==> src/rtl/column_drop_engine_if.sv <==
// Drop-request handshake between a player front end and the column drop engine.
// drop_valid/drop_col are sampled only while drop_ready is high; drop_done and throw_again are single-cycle results.
interface column_drop_engine_if #(
  parameter int COLW = 3
);
  logic            drop_valid;
  logic [COLW-1:0] drop_col;
  logic            drop_ready;
  logic            drop_done;
  logic            throw_again;

  modport master (output drop_valid, drop_col, input drop_ready, drop_done, throw_again);
  modport slave  (input drop_valid, drop_col, output drop_ready, drop_done, throw_again);
endinterface

==> src/rtl/column_drop_engine.sv <==
// Connect-4 token-drop engine: accepts a column request, drops the current player's token
// to the lowest free row of that column, or rejects the request with throw_again.
module column_drop_engine #(
  parameter int ROWS = 6,
  parameter int COLS = 7,
  parameter int COLW = $clog2(COLS),
  parameter int HW   = $clog2(ROWS + 1)
) (
  input  logic                 clk,
  input  logic                 reset,
  input  logic                 clear,
  column_drop_engine_if.slave  drop,
  output logic [ROWS*COLS-1:0] out_gameboard,
  output logic [ROWS*COLS-1:0] out_players_cells,
  output logic                 next_player,
  output logic [HW-1:0]        last_row,
  output logic [COLW-1:0]      last_col,
  output logic                 board_full,
  output logic [2:0]           dbg_state
);
  localparam int CELLS = ROWS * COLS;

  typedef enum logic [2:0] {
    S_IDLE   = 3'd0,
    S_CHECK  = 3'd1,
    S_PLACE  = 3'd2,
    S_DONE   = 3'd3,
    S_REJECT = 3'd4
  } state_t;

  state_t          state, state_next;
  logic [COLW-1:0] lat_col;
  logic            lat_player;
  // Sized to the full drop_col range so an out-of-range request can never index past the array.
  logic [HW-1:0]   height [2**COLW];
  logic [HW-1:0]   height_sel;
  logic            col_ok;
  logic            col_free;
  logic [31:0]     place_idx;
  logic [CELLS-1:0] place_mask;

  assign height_sel = height[lat_col];
  assign col_ok     = 32'(lat_col) < 32'(COLS);
  assign col_free   = col_ok && (32'(height_sel) < 32'(ROWS)) && !board_full;
  assign place_idx  = 32'(height_sel) * 32'(COLS) + 32'(lat_col);
  assign place_mask = {{(CELLS-1){1'b0}}, 1'b1} << place_idx;
  assign board_full = &out_gameboard;
  assign dbg_state  = state;

  // Pulses are gated by clear so an abandoned drop never reports a result.
  always_comb begin
    state_next       = state;
    drop.drop_ready  = 1'b0;
    drop.drop_done   = 1'b0;
    drop.throw_again = 1'b0;
    case (state)
      S_IDLE: begin
        drop.drop_ready = !clear;
        if (drop.drop_valid) state_next = S_CHECK;
      end
      S_CHECK:  state_next = col_free ? S_PLACE : S_REJECT;
      S_PLACE:  state_next = S_DONE;
      S_DONE: begin
        drop.drop_done = !clear;
        state_next     = S_IDLE;
      end
      S_REJECT: begin
        drop.throw_again = !clear;
        state_next       = S_IDLE;
      end
      default:  state_next = S_IDLE;
    endcase
    if (clear) state_next = S_IDLE;
  end

  always_ff @(posedge clk or posedge reset) begin
    if (reset) state <= S_IDLE;
    else       state <= state_next;
  end

  always_ff @(posedge clk or posedge reset) begin
    if (reset) begin
      out_gameboard     <= '0;
      out_players_cells <= '0;
      next_player       <= 1'b0;
      last_row          <= '0;
      last_col          <= '0;
      lat_col           <= '0;
      lat_player        <= 1'b0;
      for (int i = 0; i < 2**COLW; i++) height[i] <= '0;
    end else if (clear) begin
      out_gameboard     <= '0;
      out_players_cells <= '0;
      next_player       <= 1'b0;
      last_row          <= '0;
      last_col          <= '0;
      lat_col           <= '0;
      lat_player        <= 1'b0;
      for (int i = 0; i < 2**COLW; i++) height[i] <= '0;
    end else begin
      if (state == S_IDLE && drop.drop_valid) begin
        lat_col    <= drop.drop_col;
        lat_player <= next_player;
      end
      // Target cell is empty, so its owner bit is still 0 and only a P2 token needs a write.
      if (state == S_PLACE) begin
        out_gameboard <= out_gameboard | place_mask;
        if (lat_player) out_players_cells <= out_players_cells | place_mask;
        last_row        <= height_sel;
        last_col        <= lat_col;
        height[lat_col] <= height_sel + HW'(1);
        next_player     <= ~next_player;
      end
    end
  end
endmodule
==> src/flat_wrapper.sv <==
// flat-port wrapper written by rule: the top's interface ports become plain ports
module column_drop_engine_flat 
#(
  parameter int ROWS = 6,
  parameter int COLS = 7,
  parameter int COLW = $clog2(COLS),
  parameter int HW   = $clog2(ROWS + 1)
)
  (clk, reset, clear, out_gameboard, out_players_cells, next_player, last_row, last_col, board_full, dbg_state, drop_drop_valid, drop_drop_col, drop_drop_ready, drop_drop_done, drop_throw_again);
  column_drop_engine_if #(.COLW(COLW)) drop_i ();
  input  logic clk;
  input  logic reset;
  input  logic clear;
  output logic [ROWS*COLS-1:0] out_gameboard;
  output logic [ROWS*COLS-1:0] out_players_cells;
  output logic next_player;
  output logic [HW-1:0] last_row;
  output logic [COLW-1:0] last_col;
  output logic board_full;
  output logic [2:0] dbg_state;
  input wire logic [$bits(drop_i.drop_valid)-1:0] drop_drop_valid;
  input wire logic [$bits(drop_i.drop_col)-1:0] drop_drop_col;
  output wire logic [$bits(drop_i.drop_ready)-1:0] drop_drop_ready;
  output wire logic [$bits(drop_i.drop_done)-1:0] drop_drop_done;
  output wire logic [$bits(drop_i.throw_again)-1:0] drop_throw_again;
  assign drop_i.drop_valid = drop_drop_valid;
  assign drop_i.drop_col = drop_drop_col;
  assign drop_drop_ready = drop_i.drop_ready;
  assign drop_drop_done = drop_i.drop_done;
  assign drop_throw_again = drop_i.throw_again;
  column_drop_engine #(.ROWS(ROWS), .COLS(COLS), .COLW(COLW), .HW(HW)) u_core (.clk(clk), .reset(reset), .clear(clear), .drop(drop_i), .out_gameboard(out_gameboard), .out_players_cells(out_players_cells), .next_player(next_player), .last_row(last_row), .last_col(last_col), .board_full(board_full), .dbg_state(dbg_state));
endmodule
==> config.mk <==
export PLATFORM = sky130hd
export DESIGN_NAME = column_drop_engine_flat
export DESIGN_NICKNAME = d
export VERILOG_FILES = /design/src/rtl/column_drop_engine_if.sv /design/src/rtl/column_drop_engine.sv /design/src/flat_wrapper.sv
export SDC_FILE = /design/constraint.sdc
export NUM_CORES = 1
export LEC_CHECK = 0
export ABC_CLOCK_PERIOD_IN_PS = 5100
export BUFFER_PORTS_ARGS = -buffer_cell sky130_fd_sc_hd__buf_4
export CAP_MARGIN = 40
export CORE_ASPECT_RATIO = 0.8
export CORE_MARGIN = 2
export CORE_UTILIZATION = 56
export DETAILED_ROUTE_END_ITERATION = 10
export MAX_ROUTING_LAYER = met4
export PLACE_DENSITY = 0.84
export SETUP_SLACK_MARGIN = 0.05
export SLEW_MARGIN = 25
export SYNTH_ARGS = -nofsm -noshare
export SYNTH_HDL_FRONTEND = slang
export SYNTH_SLANG_ARGS = --single-unit
export TNS_END_PERCENT = 10
==> constraint.sdc <==
create_clock -name clk -period 5.1 [get_ports clk]
set_clock_uncertainty 0.2 [all_clocks]
set_input_delay 0.255 -clock clk [delete_from_list [all_inputs] [get_ports clk]]
set_output_delay 0.255 -clock clk [all_outputs]
set_load 0.005 [all_outputs]
Word level (Yosys, flattened, before mapping)
Index checks and enable logic that the tools add are counted.
W data, S select, Z words.

cells by class
  equality and inequality tests = 5
  bitwise gates (word level) = 4
  reduce and logical (&&, ||, !) cells = 12
  shift operators = 1
  mux-type cells = 30
  magnitude comparators = 4
  add/sub/neg operators = 2
  multipliers = 1

operators with widths
  kind                     number
  $mux W42                 5
  $or A42 B42 Y42          2
  $mux W24                 2
  $reduce_and A42 Y1       1
  $shl A1 B32 Y42 const A  1
  $mux W3                  12
  $bwmux W24               1
  $bmux W3 S3              1
  $demux W3 S3             1
  $pmux W3 S3              1
  $add A6 B3 Y7            1
  $mux W1                  7
  $eq A3 B2 Y1 const B     2
  $lt A3 B3 Y1 const B     2
  $mul A3 B3 Y6 const B    1
  $reduce_bool A2 Y1       3
  $ge A4 B4 Y1 const B     1
  $logic_and A1 B1 Y1      4
  $lt A4 B1 Y1 const B     1
  $not A3 Y4               1
  $add A3 B1 Y3 const B    1
  $eq A3 B1 Y1 const B     1
  $eq A3 B3 Y1 const B     1
  $logic_not A3 Y1         1
  4 further kinds          5

storage, ports and cells
  register bits = 122
  input bits = 7
  output and inout bits = 98

Depth between registers and ports, before layout
  depth after elaboration = 11
  gate-level depth with buffers = 18

Least setup slack after synthesis
OpenSTA, ideal clock, no wires.

  path type = register to register
  from = reg u_core.lat_col[2]
  to = reg u_core.out_players_cells[28]
  arrival time = 4.412 ns
  setup slack = 0.406 ns
  stages on the path, launching flop included = 16
  setup time = 0.083 ns
  clock period less this slack = 4.694 ns
  cells stage by stage = dfrtp_1 > buf_2 > buf_1 > and3_1 > a31oi_1 > nor2_1 > a211oi_1 > fa_1 > fa_1 > inv_1 > fa_1 > xor2_1 > nand4_2 > or2_1 > buf_2 > o22ai_1

on the way
  word-level cells in the longest chain between the ends = 11

ends and longest elaborated chain
  what                                         RTL line                   RTL
  from (decl)                                  column_drop_engine.sv:32   logic [COLW-1:0] lat_col;
  from (signal assigned)                       column_drop_engine.sv:102  lat_col <= drop.drop_col;
  $not A3 Y4 (not written as such)             column_drop_engine.sv:42   assign height_sel = height[lat_col];
  $bmux W3 S3                                  column_drop_engine.sv:42
  $mux W3 (not written as such) (2 in series)  column_drop_engine.sv:42
  $mul A3 B3 Y6                                column_drop_engine.sv:45   assign place_idx = 32'(height_sel) * 32'(COLS) + 32'(lat_col);
  $add A6 B3 Y7 *                              column_drop_engine.sv:45
  $shl A1 B32 Y42 *                            column_drop_engine.sv:46   assign place_mask = {{(CELLS-1){1'b0}}, 1'b1} << place_idx;
  $or A42 B42 Y42 *                            column_drop_engine.sv:108  if (lat_player) out_players_cells <= out_players_cells | place_mask;
  $mux W42 *                                   column_drop_engine.sv:108
  $mux W42 *                                   column_drop_engine.sv:106  if (state == S_PLACE) begin
  $mux W42 *                                   column_drop_engine.sv:91   end else if (clear) begin
  to (signal assigned)                         column_drop_engine.sv:108
  to (decl)                                    column_drop_engine.sv:14   output logic [ROWS*COLS-1:0] out_players_cells,

Mark *: on every way between the ends. The rest lies on a longest branch, timed or not. The select of a mux whose other input is x is not followed.
A chain may end at the register's enable or synchronous reset.

Final worst setup path
  from = reg u_core.lat_col[2]
  to = reg u_core.out_players_cells[21]

Same word-level chain as after synthesis.

==> flow_summary.ini <==
[logic_synthesis]
yosys.cell_count.top_type = dfrtp_1
netlist_area_um2 = 5860
synthCells = 594
async_flop_share_pct = 100
yosysWarnings = 0
synth_area_leaders = dfrtp_1, o22ai_1, inv_1, nor2_1, nand3b_1
syn_nets = 616
synth-seq-cells = 122
synth-edff-count = 0
ys_seq_area_share_pct = 52.1
synth_commonest_cells = dfrtp_1, inv_1, nor2_1, o22ai_1, nand2_1
yosysTopAreaCell = dfrtp_1
synth_cell_types = 61
synthFlopType = dfrtp_1
avgSynthCellArea_um2 = 9.86
synth_top_area_share_pct = 52.1

[global_routing]
grt_pass1_wl_um = 26200
grt_overflow_total = 0
antenna_found_initial = 0
grt_pass1_vias = 5124
grt_max_degree = 69
gr-usage-all-layers_pct = 30.8

[timing]
max_slew_margin_pct = 54.2
tightest_slew_ps = 686
setup_violations = 0
hold_viol = 0
max_freq_mhz = 206
drv_slew = 0
fin_tns_setup_ps = 0
period_share_pct = 95.0
rsz0062_at_grt = no
fin_crit_ps = 4850

[drt]
routed_wl_um = 16500
drtIter0Drc = 544
vias = 5200
drt.antenna.violating_nets = 0
drc = 0
viasPerCell = 6.10
firstDrtPassIters = 5
routedWlPerCell_um = 19.3

[setup_path]
worstReg2RegStart = u_core.lat_col[2]$_DFFE_PP0P_
r2r-end = u_core.out_players_cells[21]$_DFFE_PP0P_
path_class = reg2reg
required_ps = 5190
path_max_fanout = 19
reg2regPathDepth = 13
end_kind = flop
rrSetupSlack_ps = 250
worst_ep_arrival_time_ps = 4940
crit_path_start = u_core.lat_col[2]$_DFFE_PP0P_
start_kind = flop

[placed_design]
place.port_buffers = 104
gp_congestion = 0.844
dpl.hpwl_um = 10700

[cts]
cts_sinks = 122
cts_root_buf = clkbuf_16
clk_path_buf_depth = 2
clk_pin_slew_worst_paths_ps = 60
clock_latency_ps = 410
cts_tree = done
cts_buffers = 17
cts_max_level = 4

[layout]
drive_gt1_share_pct = 24.0
fill_cells = 694
multiInputGateArea_um2 = 2380
n_antenna_cell = 0
nets = 722
post-route-util_pct = 73.5
syn_to_final_growth_pct = 27.9
final-seq-area_um2 = 3060

[min_path]
hold_path_end = u_core.height[7]$_DFFE_PP0P_
whs_path_depth = 2
hold_path.class = in2reg
worstHoldStart = clear

[floorplan]
ios = 105
initial_core_util_pct = 57.4
core-area_um2 = 10200
fp-row-count = 33
die_x_um = 118
die_y_um = 95.5
dieArea_um2 = 11300

[power_and_ir_drop]
power_density_nw_per_um2 = 349
ir_drop_v = 0.000232
p_leak_nw = 3.41

[flow_run]
drv_cap = 0

[run_status]
status = finished, final reports clean
==> per-layer routing <==
layer  vias up  global-route usage [%]  share of wire [%]
met4         0                    12.0                1.6
li1       2326                       -                  -
met2       271                    46.0                 47
met1      2574                    41.1                 43
met3        29                    7.48                8.5
met5         -                       -                  0
==> state kept, by name (all words and copies together) (netlist names) <==
signal                    count
u_core.out_gameboard         42
u_core.next_player            1
u_core.last_row               3
u_core.lat_player             1
u_core.last_col               3
u_core.height                24
u_core.lat_col                3
u_core.out_players_cells     42
u_core.dbg_state              3
==> worst max-delay path, stage by stage (launching register included) <==
cell and delay (ps):
dfrtp_2 540, nand2b_1 200, mux4_2 600, nand2_1 190
inv_1 110, fa_1 480, fa_1 530, inv_1 70
ha_1 300, a21oi_1 150, o211ai_4 340, nand2_2 110
or3_1 540, o32ai_1 340
==> through the flow <==
step	power, W	cells	worst slack, ps	instance area, um^2	hold slack [ps]
global route	0.00270	853	58.9	7490	191
detailed placement	0.00134	814	208	6790	94.4
global placement	0.00133	813	394	6770	283
floorplan	0.00122	594	406	5860	203
finish	0.00262	853	253	7490	161
CTS	0.00261	851	165	7470	144
==> cell usage in the layout (no fill, tap or decap), types with 3 or more instances in the layout <==
cell type and n:
a211oi_1 4, a21oi_1 15, a221oi_1 3, a31oi_1 20, a41oi_1 6, buf_4 120, bufinv_16 4, clkbuf_16 17
clkinvlp_4 4, dfrtp_1 120, dlygate4sd3_1 5, fa_1 4, ha_1 11, inv_1 71, mux2i_1 8, nand2_1 34
nand2b_1 14, nand3_1 20, nand3b_1 21, nand4_1 17, nor2_1 51, nor2b_1 7, nor4_1 3, o21ai_0 10
o22ai_1 46, o311ai_0 6, o31ai_1 6, o32ai_1 10
==> kinds of logic after synthesis <==
family | Yosys count | share of synthesized area, %
AOI/OAI and AO/OA | 141 | 16.9
xor gates and xnor gates | 3 | 0.449
adders and majority gates | 15 | 3.72
buffers and inverters | 113 | 7.46
DFF | 122 | 52.1
muxes | 10 | 1.94
and+or+nand+nor | 190 | 17.4
==> repair_timing <==
action | 4_1_cts | 5_1_grt
endpoints found under the setup margin | 0 | 72
endpoints found under the hold margin | 36 | 0
gates resized for setup | 0 | 3
hold buffers | 5 | 0
buffers inserted | 0 | 1
==> layout make-up <==
type | count | area share (%)
Clock inverter | 11 | 2.25
Tap cell | 140 | 2.34
Timing Repair Buffer | 127 | 13.0
Sequential cell | 122 | 40.8
Inverter | 73 | 3.69
Multi-Input combinational cell | 359 | 31.8
Clock buffer | 21 | 6.15
==> power by group <==
group / internal (W) / leakage, nW / switching [W]
registers: 0.000980 / 1.70 / 0.0000199
logic: 0.000105 / 1.42 / 0.000237
clock network: 0.000842 / 0.295 / 0.000431
==> worst max-delay path by stage <==
stage,end,slack [ps],depth (start not counted)
after floorplan,u_core.out_players_cells[28]$_DFFE_PP0P_,410,15
after global placement,u_core.out_gameboard[32]$_DFFE_PP0P_,390,13
after detailed placement,u_core.out_players_cells[21]$_DFFE_PP0P_,210,13
after CTS,u_core.out_gameboard[20]$_DFFE_PP0P_,160,11
after global routing,u_core.out_gameboard[34]$_DFFE_PP0P_,60,13
final,u_core.out_players_cells[21]$_DFFE_PP0P_,250,13
Note: power is estimated with default switching activity, not from simulation.
